[src/rtl/phase_sequencer_pkg.sv]
// Shared processor-wide definitions: phase numbering used by the sequencer
// and the instruction-control decoder, plus the sequencer state encoding.
package phase_sequencer_pkg;

    typedef logic [2:0] phase_t;

    localparam phase_t PH_IDLE = 3'd0;
    localparam phase_t PH_IF   = 3'd1;
    localparam phase_t PH_ID   = 3'd2;
    localparam phase_t PH_EX   = 3'd3;
    localparam phase_t PH_MEM  = 3'd4;
    localparam phase_t PH_WB   = 3'd5;

    typedef enum logic [1:0] {
        SEQ_IDLE = 2'd0,
        SEQ_RUN  = 2'd1,
        SEQ_HALT = 2'd2
    } seq_state_t;

    // Advance within an instruction. Fetch and memory phases wait for the
    // memory to answer; decode and execute always take a single cycle.
    // The writeback decision (retire / halt / stop) is made by the FSM.
    function automatic phase_t advance_phase(input phase_t cur, input logic mem_ready);
        phase_t nxt;
        case (cur)
            PH_IF:   nxt = mem_ready ? PH_ID : PH_IF;
            PH_ID:   nxt = PH_EX;
            PH_EX:   nxt = PH_MEM;
            PH_MEM:  nxt = mem_ready ? PH_WB : PH_MEM;
            PH_WB:   nxt = PH_IF;
            default: nxt = PH_IF;
        endcase
        return nxt;
    endfunction

endpackage

[src/rtl/phase_sequencer_if.sv]
// Control/status bundle between the front panel / decode logic and the
// phase sequencer. The sequencer sits on the slave side.
interface phase_sequencer_if
    import phase_sequencer_pkg::*;
#(
    parameter int CNT_W = 16
);
    logic             start;
    logic             stop;
    logic             step_mode;
    logic             hlt;
    logic             mem_ready;
    phase_t           phase;
    logic             running;
    logic             halted;
    logic             p_end;
    logic [CNT_W-1:0] instr_count;

    modport master (
        output start, stop, step_mode, hlt, mem_ready,
        input  phase, running, halted, p_end, instr_count
    );

    modport slave (
        input  start, stop, step_mode, hlt, mem_ready,
        output phase, running, halted, p_end, instr_count
    );
endinterface

[src/rtl/phase_sequencer.sv]
// Phase sequencer for the 16-bit processor: steps each instruction through
// fetch/decode/execute/memory/writeback, handles run/stop, single-step,
// halt and memory wait-states, and counts retired instructions.
module phase_sequencer
    import phase_sequencer_pkg::*;
#(
    parameter int CNT_W = 16
) (
    input  logic              clk,
    input  logic              rst,
    phase_sequencer_if.slave  bus
);

    seq_state_t       state;
    seq_state_t       state_next;
    phase_t           phase;
    phase_t           phase_next;
    logic             stop_pend;
    logic             stop_pend_next;
    logic [CNT_W-1:0] count;
    logic             retire;

    // An instruction retires in the single writeback cycle of RUN.
    assign retire = (state == SEQ_RUN) && (phase == PH_WB);

    // State, phase and pending-stop registers; reset returns straight to idle.
    always_ff @(posedge clk or negedge rst) begin
        if (!rst) begin
            state     <= SEQ_IDLE;
            phase     <= PH_IDLE;
            stop_pend <= 1'b0;
        end else begin
            state     <= state_next;
            phase     <= phase_next;
            stop_pend <= stop_pend_next;
        end
    end

    // Next-state logic: stops are deferred to the instruction boundary, and
    // the writeback cycle decides between halt, stop/step and the next fetch.
    always_comb begin
        state_next     = state;
        phase_next     = phase;
        stop_pend_next = stop_pend;
        case (state)
            SEQ_IDLE: begin
                stop_pend_next = 1'b0;
                phase_next     = PH_IDLE;
                if (bus.start && !bus.stop) begin
                    state_next = SEQ_RUN;
                    phase_next = PH_IF;
                end
            end
            SEQ_RUN: begin
                stop_pend_next = stop_pend | bus.stop;
                if (phase == PH_WB) begin
                    if (bus.hlt) begin
                        state_next     = SEQ_HALT;
                        phase_next     = PH_IDLE;
                        stop_pend_next = 1'b0;
                    end else if (stop_pend || bus.stop || bus.step_mode) begin
                        state_next     = SEQ_IDLE;
                        phase_next     = PH_IDLE;
                        stop_pend_next = 1'b0;
                    end else begin
                        phase_next = PH_IF;
                    end
                end else begin
                    phase_next = advance_phase(phase, bus.mem_ready);
                end
            end
            SEQ_HALT: begin
                phase_next     = PH_IDLE;
                stop_pend_next = 1'b0;
            end
            default: begin
                state_next     = SEQ_IDLE;
                phase_next     = PH_IDLE;
                stop_pend_next = 1'b0;
            end
        endcase
    end

    // Status outputs decoded from the state and phase registers.
    always_comb begin
        bus.phase   = phase;
        bus.running = (state == SEQ_RUN);
        bus.halted  = (state == SEQ_HALT);
        bus.p_end   = (phase == PH_WB);
    end

    // Retired-instruction counter; wraps naturally at its full width.
    always_ff @(posedge clk or negedge rst) begin
        if (!rst) begin
            count <= '0;
        end else if (retire) begin
            count <= count + CNT_W'(1);
        end
    end

    assign bus.instr_count = count;

endmodule

[src/flat_wrapper.sv]
// flat-port wrapper written by rule: the top's interface ports become plain ports
module phase_sequencer_flat import phase_sequencer_pkg::*;
#(
    parameter int CNT_W = 16
)
  (clk, rst, bus_start, bus_stop, bus_step_mode, bus_hlt, bus_mem_ready, bus_phase, bus_running, bus_halted, bus_p_end, bus_instr_count);
  phase_sequencer_if #(.CNT_W(CNT_W)) bus_i ();
  input  logic clk;
  input  logic rst;
  input wire logic [$bits(bus_i.start)-1:0] bus_start;
  input wire logic [$bits(bus_i.stop)-1:0] bus_stop;
  input wire logic [$bits(bus_i.step_mode)-1:0] bus_step_mode;
  input wire logic [$bits(bus_i.hlt)-1:0] bus_hlt;
  input wire logic [$bits(bus_i.mem_ready)-1:0] bus_mem_ready;
  output wire logic [$bits(bus_i.phase)-1:0] bus_phase;
  output wire logic [$bits(bus_i.running)-1:0] bus_running;
  output wire logic [$bits(bus_i.halted)-1:0] bus_halted;
  output wire logic [$bits(bus_i.p_end)-1:0] bus_p_end;
  output wire logic [$bits(bus_i.instr_count)-1:0] bus_instr_count;
  assign bus_i.start = bus_start;
  assign bus_i.stop = bus_stop;
  assign bus_i.step_mode = bus_step_mode;
  assign bus_i.hlt = bus_hlt;
  assign bus_i.mem_ready = bus_mem_ready;
  assign bus_phase = bus_i.phase;
  assign bus_running = bus_i.running;
  assign bus_halted = bus_i.halted;
  assign bus_p_end = bus_i.p_end;
  assign bus_instr_count = bus_i.instr_count;
  phase_sequencer #(.CNT_W(CNT_W)) u_core (.clk(clk), .rst(rst), .bus(bus_i));
endmodule
[config.mk]
export PLATFORM = sky130hd
export DESIGN_NAME = phase_sequencer_flat
export DESIGN_NICKNAME = d
export VERILOG_FILES = /design/src/rtl/phase_sequencer_pkg.sv /design/src/rtl/phase_sequencer_if.sv /design/src/rtl/phase_sequencer.sv /design/src/flat_wrapper.sv
export SDC_FILE = /design/constraint.sdc
export NUM_CORES = 1
export LEC_CHECK = 0
export ABC_AREA = 1
export BUFFER_PORTS_ARGS = -buffer_cell sky130_fd_sc_hd__buf_2
export CELL_PAD_IN_SITES_DETAIL_PLACEMENT = 1
export CELL_PAD_IN_SITES_GLOBAL_PLACEMENT = 2
export CORE_UTILIZATION = 31
export DETAILED_ROUTE_END_ITERATION = 10
export GPL_TIMING_DRIVEN = 0
export HOLD_SLACK_MARGIN = 0.02
export PLACE_DENSITY_LB_ADDON = 0.12
export SLEW_MARGIN = 20
export SYNTH_ARGS = -nofsm -noshare
export SYNTH_HDL_FRONTEND = slang
export SYNTH_SLANG_ARGS = --single-unit
[constraint.sdc]
create_clock -name clk -period 1.8 [get_ports clk]
set_input_delay 0.18 -clock clk [delete_from_list [all_inputs] [get_ports clk]]
set_output_delay 0.18 -clock clk [all_outputs]
set_load 0.01 [all_outputs]
==> results.ini <==
[timing]
fin_ws_ps = 414.3
fin_crit_ps = 1386
skew_ps = 9.092
post-route-period-util_pct = 76.98
timing.final.max_slew_violations = 0
tightest_slew_ps = 529.2
hold_viol_final = 0
maxSlewHeadroom_pct = 64.72
max_freq_mhz = 721.7
setup_viol = 0
rsz0062_at_grt = false
setup_tns_ps = 0

[global_route]
grt_max_degree = 23
track_usage_pct = 16.19
antenna_found_initial = 0
overflow = 0
grt_pass1_wl_um = 5264
grt_pass1_vias = 1134

[clock_network]
cts_tree = built
cts-root-buf = clkbuf_8
cts_max_path_buffers = 2
cts_setup_buffers = 0
clkSinkCount = 22
clock_latency_ps = 270
numCtsBuffers = 3
cts.clk_slew.worst_paths_ps = 90
h-tree-depth = 1

[pwr]
ir_worst_vdd_uv = 409.6
power_density_nw_per_um2 = 959.9
power_mw = 1.441
p_leak_nw = 0.8027

[logic_synthesis]
syn_inst = 153
ys_types = 26
ys.flop_type = dfrtp_1
synth-edff-count = 0
ys_ff_latch = 22
ys_warn_count = 0
synthesis.nets = 161
ys_seq_area_share_pct = 44.53
syn_area_per_cell_um2 = 8.080
synth_area_um2 = 1236
synthArstFlopShare_pct = 100.0

[final_layout]
diodes = 0
fin_nets = 195
final_cells = 234
syn2layout_area_growth_pct = 21.46
fin_area_um2 = 1501
drive_gt1_share_pct = 27.96
final_common_cell = nand2_1
mostFrequentLayoutCells = 50 x nand2_1, 28 x buf_2, 22 x dfrtp_1

[route]
wl_per_cell_um = 12.82
via_per_inst = 4.756
drc_errors = 0
drtIter0Drc = 62
ant_nets = 0
wl_um = 2999
vias = 1113
drt_pass1_iterations = 4

[floorplan]
row_count = 22
die_width_um = 65.15
ioPinCount = 29
die_h_um = 65.15
die_area_um2 = 4245
coreArea_um2 = 3744
initial_core_util_pct = 33.02

[worst_setup_path]
cp_max_fo = 4
critPathKind = flop to flop
critPathCaptureType = flop
cp.required_ps = 1960
cp-start-kind = flop
critPathArrivalTime_ps = 1550
r2r_cells = 8

[placement]
place_hpwl_um = 2261
routabilityCongestion = 0.7366
io_buffers = 28
placed_cells = 229
placed_area_um2 = 1436
place_ws_ps = 418.5

[hold_path]
min-delay-path-class = input pin to flop
min_path_cells = 3

[job]
cap_violations = 0

[status]
status = finished clean

## critical path, stage by stage (launching register included)
cell and delay [ps]:
dfrtp_1 420, ha_1 210, nand3_2 150, nor2_4 170, nand2_1 90, nor2_1 90, nand2_1 50, nand2_1 50
inv_1 30
## sequential cells by signal, summed over array words and instances, names as in the netlist
| name | count |
|---|---|
| u_core.bus.instr_count | 16 |
| u_core.bus.phase | 3 |
| u_core.state | 2 |
| u_core.stop_pend | 1 |
## final timing paths
check                      slack (ps)                      start                          to
setup / recovery                  410  u_core.bus.instr_count[0]  u_core.bus.instr_count[12]
hold / removal                    140                    bus_hlt             u_core.state[1]
max in group asynchronous        1030                        rst   u_core.bus.instr_count[6]
setup reg to reg                  410  u_core.bus.instr_count[0]  u_core.bus.instr_count[12]
min in group asynchronous         410                        rst   u_core.bus.instr_count[7]
hold reg to reg                   530  u_core.bus.instr_count[8]   u_core.bus.instr_count[8]
## final cells by class
class	count	area [um^2]
inverter	19	72.57
fill	483	2242
clock buffer	4	55.05
tap	48	60.06
timing repair buffer	29	150.1
multi-input combinational	111	601.8
buffer	1	11.26
sequential	22	550.5
## cells by family (layout without fill, tap and decap cells)
group	Yosys count	after routing	share of synthesized area, %
AND/OR/NAND/NOR	95	95	37.35
flip-flops	22	22	44.53
buffers and inverters	20	53	6.781
XOR/XNOR	8	8	6.882
AO/OA/AOI/OAI	7	7	3.441
adder cells (fa/ha/maj)	1	1	1.012
## synth_stat cells (3+ instances only)
library cell  instances  area share, %
nand2_2               3            1.5
inv_1                16            4.9
nor2_1               15            4.6
dfrtp_1              22             45
nand4_1               4            2.0
nand2_1              50             15
nor2_2                4            2.0
nand3_1               9            3.6
xor2_1                4            2.8
## per-layer routing
metal	vias up	GRT usage, %	wire length [um]
met5	-	0	0
met4	0	5.163	40
met3	4	3.472	114
met2	18	28.65	1491
met1	548	19.45	1352
li1	543	-	-
## per-stage QoR
stage / util [%] / hold WS (ps)
detailed placement: 38.37 / 191.7
global route: 40.11 / 183.9
CTS: 40.11 / 134.6
global placement: 38.37 / 189.9
floorplan: - / -115.6
finish: 40.11 / 135.3
## what timing repair did
item,4_1_cts,5_1_grt
endpoints found under the hold margin,22,0
hold buffers,1,0
resized for setup,0,0
## report_power, final
group          leakage [nW]  switching (mW)  internal [mW]
clock                0.0288           0.172          0.195
combinational         0.479           0.263          0.158
sequential            0.295          0.0790          0.574
(Power assumes the default switching activity.)
